### config.mk
export PLATFORM = sky130hd
export DESIGN_NAME = mult_seq_unit
export DESIGN_NICKNAME = d
export VERILOG_FILES = /design/src/rtl/kgp_mult_pkg.sv /design/src/rtl/mult_sign_adj.sv /design/src/rtl/mult_seq_unit.sv
export SDC_FILE = /design/constraint.sdc
export NUM_CORES = 1
export LEC_CHECK = 0
export ABC_AREA = 1
export BUFFER_PORTS_ARGS = -buffer_cell sky130_fd_sc_hd__buf_4
export CAP_MARGIN = 10
export CORE_ASPECT_RATIO = 0.6
export CORE_MARGIN = 2
export CORE_UTILIZATION = 50
export DETAILED_ROUTE_END_ITERATION = 7
export GPL_ROUTABILITY_DRIVEN = 1
export PLACE_DENSITY_LB_ADDON = 0.1
export SLEW_MARGIN = 20
export SYNTH_ARGS = -nofsm -noshare
export SYNTH_HDL_FRONTEND = slang
export SYNTH_HIERARCHICAL = 1
export SYNTH_SLANG_ARGS = --single-unit
### constraint.sdc
create_clock -name clk -period 9.01 [get_ports clk]
set_input_delay 1.802 -clock clk [delete_from_list [all_inputs] [get_ports clk]]
set_output_delay 1.802 -clock clk [all_outputs]
set_load 0.01 [all_outputs]
### src/rtl/kgp_mult_pkg.sv
// Shared definitions for the KGP-RISC sequential multiplier: state encoding,
// default operand width and the register-bank slots that receive the product.
package kgp_mult_pkg;

  localparam int MULT_WIDTH = 32;

  localparam logic [1:0] ST_IDLE = 2'd0;
  localparam logic [1:0] ST_RUN  = 2'd1;
  localparam logic [1:0] ST_DONE = 2'd2;

  // Product halves land in these registers on the multiply write-back path
  localparam int MULT_HI_REG = 19;
  localparam int MULT_LO_REG = 20;

  typedef enum logic [1:0] {
    IDLE = ST_IDLE,
    RUN  = ST_RUN,
    DONE = ST_DONE
  } mult_state_e;

endpackage

### src/rtl/mult_sign_adj.sv
// Conditional two's-complement negation; used both to take operand magnitudes
// and to restore the sign of the final product.
module mult_sign_adj #(
  parameter int N = 32
) (
  input  logic [N-1:0] val_i,
  input  logic         neg_i,
  output logic [N-1:0] res_o
);

  assign res_o = neg_i ? (~val_i + N'(1)) : val_i;

endmodule

### src/rtl/mult_seq_unit.sv
// Shift-add multiplier: WIDTH iterations on operand magnitudes, sign applied
// to the full-width accumulator as the result is registered.
module mult_seq_unit
  import kgp_mult_pkg::*;
#(
  parameter int WIDTH = MULT_WIDTH,
  parameter int CNT_W = 6
) (
  input  logic             clk,
  input  logic             rst,
  input  logic             start,
  input  logic             is_signed,
  input  logic [WIDTH-1:0] op_a,
  input  logic [WIDTH-1:0] op_b,
  output logic             busy,
  output logic             done,
  output logic [WIDTH-1:0] prod_hi,
  output logic [WIDTH-1:0] prod_lo
);

  mult_state_e          state_q;
  logic [WIDTH-1:0]     mcand_q;
  logic [WIDTH-1:0]     mplier_q;
  logic [2*WIDTH-1:0]   acc_q;
  logic [2*WIDTH-1:0]   acc_d;
  logic [WIDTH:0]       sum_d;
  logic [2*WIDTH-1:0]   res_adj;
  logic [CNT_W-1:0]     cnt_q;
  logic                 neg_q;
  logic                 busy_q;
  logic                 done_q;
  logic [WIDTH-1:0]     prod_hi_q;
  logic [WIDTH-1:0]     prod_lo_q;
  logic [WIDTH-1:0]     abs_a;
  logic [WIDTH-1:0]     abs_b;

  // 0x80000000 maps to itself, which is the correct magnitude read unsigned
  mult_sign_adj #(.N(WIDTH)) u_abs_a (
    .val_i (op_a),
    .neg_i (is_signed & op_a[WIDTH-1]),
    .res_o (abs_a)
  );

  mult_sign_adj #(.N(WIDTH)) u_abs_b (
    .val_i (op_b),
    .neg_i (is_signed & op_b[WIDTH-1]),
    .res_o (abs_b)
  );

  // Carry out of the upper-half add is shifted back into the accumulator MSB
  always_comb begin
    sum_d = {1'b0, acc_q[2*WIDTH-1:WIDTH]}
          + {1'b0, (mplier_q[0] ? mcand_q : {WIDTH{1'b0}})};
    acc_d = {sum_d, acc_q[WIDTH-1:1]};
  end

  // Negation operates on the final iteration's value so the result registers
  // on the same edge the counter reaches zero
  mult_sign_adj #(.N(2*WIDTH)) u_prod_neg (
    .val_i (acc_d),
    .neg_i (neg_q),
    .res_o (res_adj)
  );

  always_ff @(posedge clk or posedge rst) begin
    if (rst) begin
      state_q   <= IDLE;
      mcand_q   <= '0;
      mplier_q  <= '0;
      acc_q     <= '0;
      cnt_q     <= '0;
      neg_q     <= 1'b0;
      busy_q    <= 1'b0;
      done_q    <= 1'b0;
      prod_hi_q <= '0;
      prod_lo_q <= '0;
    end else begin
      case (state_q)
        IDLE: begin
          if (start) begin
            mcand_q  <= abs_a;
            mplier_q <= abs_b;
            neg_q    <= is_signed & (op_a[WIDTH-1] ^ op_b[WIDTH-1]);
            acc_q    <= '0;
            cnt_q    <= CNT_W'(WIDTH);
            busy_q   <= 1'b1;
            state_q  <= RUN;
          end
        end
        RUN: begin
          acc_q    <= acc_d;
          mplier_q <= mplier_q >> 1;
          cnt_q    <= cnt_q - CNT_W'(1);
          if (cnt_q == CNT_W'(1)) begin
            prod_hi_q <= res_adj[2*WIDTH-1:WIDTH];
            prod_lo_q <= res_adj[WIDTH-1:0];
            done_q    <= 1'b1;
            state_q   <= DONE;
          end
        end
        DONE: begin
          done_q  <= 1'b0;
          busy_q  <= 1'b0;
          state_q <= IDLE;
        end
        default: begin
          done_q  <= 1'b0;
          busy_q  <= 1'b0;
          state_q <= IDLE;
        end
      endcase
    end
  end

  assign busy    = busy_q;
  assign done    = done_q;
  assign prod_hi = prod_hi_q;
  assign prod_lo = prod_lo_q;

endmodule

Yosys cells after proc, flatten, opt, wreduce, memory -nomap -nowiden:

Cells that the tools add are included.

* register bits after elaboration: 203
* input port bits: 68
* output and inout port bits: 66

* $add $sub $neg: 5
* equal/unequal tests: 4
* mux-type cells: 17
* reductions and logical operators: 8
* bitwise gates (word level): 9

Operator list (number)
* $mux W32: 4
* $mux W64: 2
* $pmux W64 S2: 1
* $add A32 B1 Y32 const B: 2
* $add A64 B1 Y64 const B: 1
* $not A32 Y32: 2
* $not A64 Y64: 1
* $pmux W32 S2: 1
* $add A32 B32 Y33: 1
* $pmux W6 S2: 1
* $reduce_and A2 Y1: 6
* $eq A6 B1 Y1 const B: 1
* $mux W6: 1
* $sub A6 B1 Y6 const B: 1
* $mux W2: 2
* $ne A2 B2 Y1 const B: 2
* $pmux W1 S2: 2
* $pmux W2 S2: 1
* $and A1 B1 Y1: 3
* $eq A2 B1 Y1 const B: 1
* $logic_not A2 Y1: 1
* $mux W1: 2
* $not A1 Y1: 2
* $reduce_bool A2 Y1: 1
* $xor A1 B1 Y1: 1

Depth between registers and ports, before layout:

Gate-level depths: netlist of the first run.

* word-level depth: 5
* depth in mapped cells: 29
* gate-level depth less buffers: 27

Cells and area by module:

The synthesis of the first run kept the hierarchy.

By module, submodules not included
* mult_seq_unit: sequential area each 5054.8 sq um, area an instance 10530.1 sq um, cells each 1412, times used 1
* mult_sign_adj (u_prod_neg): sequential area each 0.0 sq um, area an instance 2466.1 sq um, cells each 498, times used 1
* mult_sign_adj (u_abs_a ...): sequential area each 0.0 sq um, area an instance 1108.6 sq um, cells each 227, times used 2

Worst setup path after synthesis of the first run:

OpenSTA, ideal clock, no wires.

* path type: flip-flop to flip-flop
* start: register mplier_q[0]
* end: register prod_hi_q[29] (netlist: prod_hi[29])
* required time: 8893 ps
* cell stages (with the launch flop): 27
* slack: 5873 ps
* data arrival time: 3020 ps
* path through: dfrtp_1 > clkbuf_1 > clkbuf_1 > nand2_1 > inv_1 > ha_1 > inv_1 > fa_1 > inv_1 > nand3_1 > nand3_1 > nand3_1 > nand3_1 > nand2_1 > nand2_1 > nand2_1 > and2_1 > nor2_1 > nand2_1 > nor2_1 > nand2_1 > o21ai_0 > nand2_1 > nand2_1 > nand2_1 > nand2_1 > nand2_1

* longest elaborated chain between the ends: 5

Ends and longest elaborated chain
* start: declaration: RTL line mult_seq_unit.sv:23 `logic [WIDTH-1:0] mplier_q;`
* start signal: assignment: RTL line mult_seq_unit.sv:82 `mplier_q <= abs_b;`
* start signal: assignment: RTL line mult_seq_unit.sv:92 `mplier_q <= mplier_q >> 1;`
* $mux W32: RTL line mult_seq_unit.sv:53 `+ {1'b0, (mplier_q[0] ? mcand_q : {WIDTH{1'b0}})};`
* $add A32 B32 Y33: RTL line mult_seq_unit.sv:53
* named net sum_d[20]: RTL line mult_seq_unit.sv:26 `logic [WIDTH:0] sum_d;`
* $not A64 Y64: RTL line mult_sign_adj.sv:11 `assign res_o = neg_i ? (~val_i + N'(1)) : val_i;`
* $add A64 B1 Y64: RTL line mult_sign_adj.sv:11
* $mux W64: RTL line mult_sign_adj.sv:11
* named net res_adj[61]: RTL line mult_seq_unit.sv:27 `logic [2*WIDTH-1:0] res_adj;`
* end signal: assignment: RTL line mult_seq_unit.sv:95 `prod_hi_q <= res_adj[2*WIDTH-1:WIDTH];`
* end: declaration: RTL line mult_seq_unit.sv:32 `logic [WIDTH-1:0] prod_hi_q;`

The timed path passes the listed nets, and every way through them passes these cells.
A chain may end at the register's enable or synchronous reset.

Worst setup path in the final report of the first run:

* start: register mplier_q[0]
* end: register prod_hi_q[24] (netlist: prod_hi[24])

The elaborated chain is that of the path after synthesis.

==> flow_metrics.tcl, run 1 <==
set metrics [dict create \
    finalClockSkew_ns 0.0256 \
    cp_max_fo 33 \
    antenna_found_initial 1 \
    r2r_start "mplier_q[0]" \
    max-slew-margin-rel_pct 28.9 \
    first_iter_violations 1758 \
    setup_violations 0 \
    ant_nets 0 \
    nets 2568 \
    synth_edf_count 0 \
    avgSynthCellArea_um2 6.44 \
    cts_buffers 20 \
    multi_input_comb_area_mm2 0.00869 \
    grt_usage_pct 29.5 \
    clk_latency_ns 0.53 \
    seqCellArea_mm2 0.00506 \
    num_antenna_cells 0 \
    setup_ws_ns 4.90 \
    total_leakage_power_uw 0.0102 \
    place_ws_ns 5.05 \
    worst_slew_pin_slew_ns 1.06 \
    status "complete, no violations" \
    port_buffers 133 \
    synth_seq_cells 202 \
    synth-compound-area-share_pct 6.90 \
    ir_drop_v 0.000105 \
    synth-xor-area-share_pct 4.52 \
    ys_seq_area_share_pct 33.2 \
    synth-simple-area-share_pct 42.3 \
    nFillCells 3024 \
    grt_util_met2_pct 38.0 \
    async_reset_ff_share_pct 100 \
    ys.warnings.count 6 \
    required_ns 9.43 \
    num_rows 49 \
    hold_path_class "register to register" \
    dp_hpwl_um 36400 \
    synth_cell_type_count 47 \
    coreArea_mm2 0.0299 \
    post-route-min-period_ns 4.11 \
    grt_max_degree 84 \
    gr-usage-met3_pct 8.57 \
    cts.sinks 202 \
    cp-end-kind "register" \
    start_util_pct 50.8 \
    drive_above_1_share_pct 11.7 \
    synth_mux_area_share_pct 0.132 \
    rsz0062_at_grt "false" \
    min_from "mcand_q[17]" \
    globalplace.congestion 1.06 \
    whs_endpoint "mcand_q[17]" \
    cts_buffer_depth 3 \
    power.density_mw_per_mm2 113 \
    synth_top_family_by_area "simple AND/OR/NAND/NOR gates" \
    cts_setup_buffers 0 \
    wire_per_inst_um 16.2 \
    area_growth_pct 12.8 \
    netlist_instances 2364 \
    grt-ovfl-total 0 \
    ios 134 \
    vias_per_cell 5.19 \
    cp.arrival_ns 4.54 \
    met1_usage_pct 48.4 \
    crit_type "register to register" \
    drc_errors 0 \
    max_cap_viol_count 0 \
    grt_pass1_wl_um 75300 \
    die_x_um 229 \
    grt_pass1_vias 13738 \
    synth_area_mm2 0.0152 \
    clk_root_buffer_cell "clkbuf_16" \
    dieArea_mm2 0.0319 \
    drt-pass1-iter-count 5 \
    most-common-layout-cells "1032 x nand2_1, 291 x inv_1, 235 x nor2_1" \
    vias 14961 \
    stdcell_count 2881 \
    whs_path_depth 2 \
    die_y_um 139 \
    r2r_end "prod_hi[24]" \
    startpoint_type "register" \
    synth_ff_type "dfrtp_1" \
    finalSetupTns_ns 0 \
    busiest_layer "met1" \
    syn-num-nets 2470 \
    synth-adder-area-share_pct 3.17 \
    final_common_cell "nand2_1" \
    dpl.cell_count 2848 \
    cts_tree "done" \
    clk_pin_slew_ns 0.07 \
    fmax_ghz 0.243 \
    cts_hold_buf 0 \
    cts_resized 0 \
    htree_num_levels 1 \
    finalHoldViolCount 0 \
    slew_viol_final 0 \
    ff2ff_path_depth 24 \
    finalCritPeriodShare_pct 45.7 \
    reg2reg_slack_ns 4.90 \
    drt_wl_total_um 46700 \
]
[critical path: stages (launching register included)]
cell and delay [ns]:
dfrtp_1 1.00, nand2_1 0.14, inv_1 0.10, ha_1 0.18
inv_1 0.06, fa_1 0.40, inv_1 0.09, nand2_1 0.07
nand3_2 0.09, nand2_1 0.09, nand2_2 0.14, nand2_1 0.09
nand2_1 0.06, nand2_1 0.05, and2_1 0.22, nor2_1 0.28
nand2_1 0.13, nor2_1 0.11, nand2_1 0.06, nand2_1 0.08
nand4_1 0.12, nand2_1 0.09, nand2_1 0.17, nand2_1 0.13
nand2_1 0.06
[layout make-up]
| cell class | instances | area share [%] |
|---|---|---|
| Inverter | 303 | 6.74 |
| Timing Repair Buffer | 142 | 6.21 |
| Tap cell | 408 | 2.97 |
| Multi-Input combinational cell | 1793 | 50.7 |
| Clock inverter | 4 | 0.496 |
| Clock buffer | 29 | 3.46 |
| Sequential cell | 202 | 29.5 |
[stage by stage]
step | hold slack, ns | utilization, % | cell area [um2] | total power, uW
3_5_place_dp | 0.459 | 55.1 | 16500 | 1070
5_1_grt | 0.497 | 57.4 | 17200 | 2010
2_1_floorplan | 0.442 | - | 15200 | 1010
4_1_cts | 0.475 | 57.4 | 17200 | 1960
3_3_place_gp | 0.454 | 55.1 | 16500 | 1070
6_report | 0.469 | 57.4 | 17200 | 1940
[report_power, final]
group	switching [uW]	internal, uW
Sequential	0	907
Combinational	96.3	53.4
Clock	372	515
Total	468	1470
[state kept, by name (all words and copies together), names as in the netlist]
name and flops:
mplier_q 32, done 1, busy 1, cnt_q 6
prod_hi 32, prod_lo 32, acc_q 63, mcand_q 32
neg_q 1, state_q 2
[synth_stat cells, types with 2 or more instances]
cell	n	area, um2
nor2_1	237	890
nor2_2	26	163
o21ai_4	6	97.6
nor2_8	5	100
o21bai_1	3	22.5
inv_2	8	30.0
mux2i_1	2	20.0
inv_1	293	1100
nand2_1	1032	3870
clkbuf_1	14	52.6
o211ai_1	9	67.6
a22o_1	8	70.1
nand3_2	4	40.0
nand3b_1	10	75.1
o22ai_1	30	188
ha_1	37	463
a21oi_1	28	140
nor2_4	19	214
inv_6	2	17.5
nand3_1	106	531
xor2_1	40	350
o21ai_2	5	43.8
xor2_2	4	65.1
nand4_1	23	144
dfrtp_1	202	5050
buf_2	42	210
o21ai_0	38	190
o21ai_1	10	50.1
xnor2_1	31	272
buf_4	8	60.1
nand2_4	5	56.3
a22oi_1	21	158
nand2_2	23	144
and2_1	15	93.8
nand3_4	3	52.6
nor3_1	4	20.0
[how the worst max path moves through the flow]
stage | start | endpoint | slack, ns | depth (start not counted)
floorplan | rst | acc_q[10] | 1.70 | 1
global placement | mplier_q[0] | prod_hi[29] | 5.15 | 24
detailed placement | mplier_q[0] | prod_hi[20] | 5.05 | 24
CTS | mplier_q[0] | prod_hi[28] | 5.03 | 25
global route | mplier_q[0] | prod_hi[29] | 4.44 | 24
finish | mplier_q[0] | prod_hi[24] | 4.90 | 24
[per-layer routing]
metal | wire, um | share of wire (%)
met1 | 24200 | 52
met2 | 17000 | 36
met3 | 5020 | 11
met4 | 533 | 1.1
met5 | 11 | 0.024
[logic make-up (layout without fill, tap and decap cells)]
group,count (synthesis),in the layout
AO/OA/AOI/OAI,161,161
XOR/XNOR,75,75
adder cells (fa/ha/maj),38,38
buffers and inverters,369,478
flip-flops,202,202
multiplexers,2,2
AND/OR/NAND/NOR,1517,1517
Power figures use the tool's default switching activity.
==> run 2, diff against run 1 <==
==> constraint.sdc (replaced) <==
create_clock -name clk -period 3.95 [get_ports clk]
set_input_delay 0.79 -clock clk [delete_from_list [all_inputs] [get_ports clk]]
set_output_delay 0.79 -clock clk [all_outputs]
set_load 0.01 [all_outputs]
==> run 2 against run 1 <==
  * Highest routed layer is now met4
  * Critical endpoint is now prod_hi[28]
  * Global-route usage rose by 0.74 points
  * Flip-flop and latch count did not move
  * Largest power group unchanged
  * Register-to-register slack got worse by 4.6 ns
==> flow_metrics.tcl, run 2 (synthesis results as in run 1) <==
set metrics [dict create \
    num_antenna_cells 0 \
    rsz0062_at_grt "false" \
    power.density_mw_per_mm2 258 \
    largest_reg_flops 63 \
    drc_errors 0 \
    dp_hpwl_um 38000 \
    grt_usage_pct 30.3 \
    dpl.cell_count 2857 \
    ff2ff_path_depth 27 \
    grt_max_degree 97 \
    drt-pass1-iter-count 6 \
    nets 2577 \
    hold_path_class "primary input to async pin" \
    antenna_found_initial 0 \
    max_cap_viol_count 0 \
    cts_tree "done" \
    port_buffers 133 \
    grt_pass1_vias 13780 \
    final_common_cell "nand2_1" \
    finalCritPeriodShare_pct 93.4 \
    dieArea_mm2 0.0319 \
    post-route-util_pct 57.7 \
    start_util_pct 50.8 \
    grt_pass1_wl_um 76500 \
    required_ns 4.35 \
    seq_power_share_pct 46.4 \
    cp.arrival_ns 4.09 \
    nFillCells 3004 \
    finalSetupTns_ns 0 \
    area_growth_pct 13.5 \
    met3_length_um 4550 \
    htree_num_levels 1 \
    grt-ovfl-total 0 \
    max-slew-margin-rel_pct 39.6 \
    cts_hold_buf 0 \
    ant_nets 0 \
    post-route-min-period_ns 3.69 \
    die_x_um 229 \
    p_comb_share_pct 7.7 \
    num_rows 49 \
    met1_length_um 25300 \
    clk_latency_ns 0.53 \
    clk_pin_slew_ns 0.08 \
    power.total_uw 4460 \
    drt_wl_total_um 48000 \
    crit_type "register to register" \
    finalClockSkew_ns 0.0188 \
    cts.sinks 202 \
    cp_max_fo 33 \
    cts_resized 0 \
    die_y_um 139 \
    p_sw_uw 1080 \
    drive_above_1_share_pct 12.1 \
    finalHoldViolCount 0 \
    fmax_ghz 0.271 \
    coreArea_mm2 0.0299 \
    vias 14917 \
    status "complete, no violations" \
    switching_share_pct 24.2 \
    wire_per_inst_um 16.6 \
    cts_buffer_depth 3 \
    pwr-share-clk_pct 45.9 \
    p_int_uw 3380 \
    startpoint_type "register" \
    clk_root_buffer_cell "clkbuf_16" \
    cts_setup_buffers 0 \
    largest_register "acc_q" \
    stdcell_count 2893 \
    worst_slew_pin_slew_ns 0.906 \
    vias_per_cell 5.16 \
    ios 134 \
    globalplace.congestion 0.957 \
    ir_drop_v 0.000334 \
    most-common-layout-cells "1032 x nand2_1, 291 x inv_1, 234 x nor2_1" \
    first_iter_violations 1637 \
    slew_viol_final 0 \
    setup_violations 0 \
    total_leakage_power_uw 0.0102 \
    maxUsedRoutingLayer "met4" \
    cts_buffers 20 \
    routed-wl-met2_um 17600 \
    cp-end-kind "register" \
]
[run 2: cell count changes in the layout (fill, tap and decap cells not counted), sizes merged]
cell and delta:
buf +9, clkinvlp +2, clkinv -2, clkbuf +3
[run 2: routing by layer]
layer  track usage (%)  up-vias
met3              7.34       47
met1              50.0     6865
met5                 0        -
met4              3.96        0
li1                  -     7484
met2              39.5      521
[run 2: worst paths after layout]
kind                              from           to  slack (ns)
setup / recovery           mplier_q[0]  prod_hi[28]        0.26
max in group asynchronous          rst     acc_q[5]        2.73
hold / removal                     rst  prod_hi[21]        0.30
hold reg to reg             prod_lo[4]   prod_lo[4]        0.47
min in group clk            prod_lo[4]   prod_lo[4]        0.47
setup reg to reg           mplier_q[0]  prod_hi[28]        0.26
[run 2: power groups by stage]
stage / sequential (uW) / clock [uW] / combinational, uW
finish: 2070 / 2050 / 344
global route: 2070 / 2160 / 386
CTS: 2070 / 2080 / 346
detailed placement: 2110 / 0 / 344
global placement: 2110 / 0 / 339
floorplan: 2110 / 0 / 206
[run 2: through the flow]
step	cell area (um2)	setup WS [ns]	hold slack, ns
6_report	17300	0.259	0.304
5_1_grt	17300	0.0251	0.343
4_1_cts	17300	0.342	0.302
3_5_place_dp	16600	0.351	0.459
3_3_place_gp	16600	0.327	0.456
2_1_floorplan	15200	0.544	0.442
[run 2: worst max-delay path, cell delays in order, from the launching register on]
cell     delay [ns]
dfrtp_1        0.37
buf_12         0.19
nand2_1        0.07
inv_1          0.05
ha_1           0.15
inv_1          0.06
fa_1           0.41
inv_1          0.10
nand2_1        0.07
nand3_2        0.10
nand2_1        0.06
nand2_1        0.19
nand2_1        0.12
nand2_1        0.08
nand2_1        0.05
and2_1         0.25
nor2_1         0.21
nand2_1        0.10
nor2_1         0.15
nand2_1        0.09
nor2_1         0.17
nand2_1        0.07
nand2_1        0.06
nand2_1        0.04
nand2_1        0.05
nand2_1        0.15
nand2_1        0.11
nand2_1        0.06
[run 2: area by class of cell]
class,instances,area [um2],area share [%]
multi-input cells,1793,8700,50.4
flip-flops and latches,202,5060,29.3
repair buffers,151,1170,6.78
inverters,303,1150,6.67
clock buffers,32,607,3.51
well taps,408,510,2.96
clock inverters,4,78.8,0.456
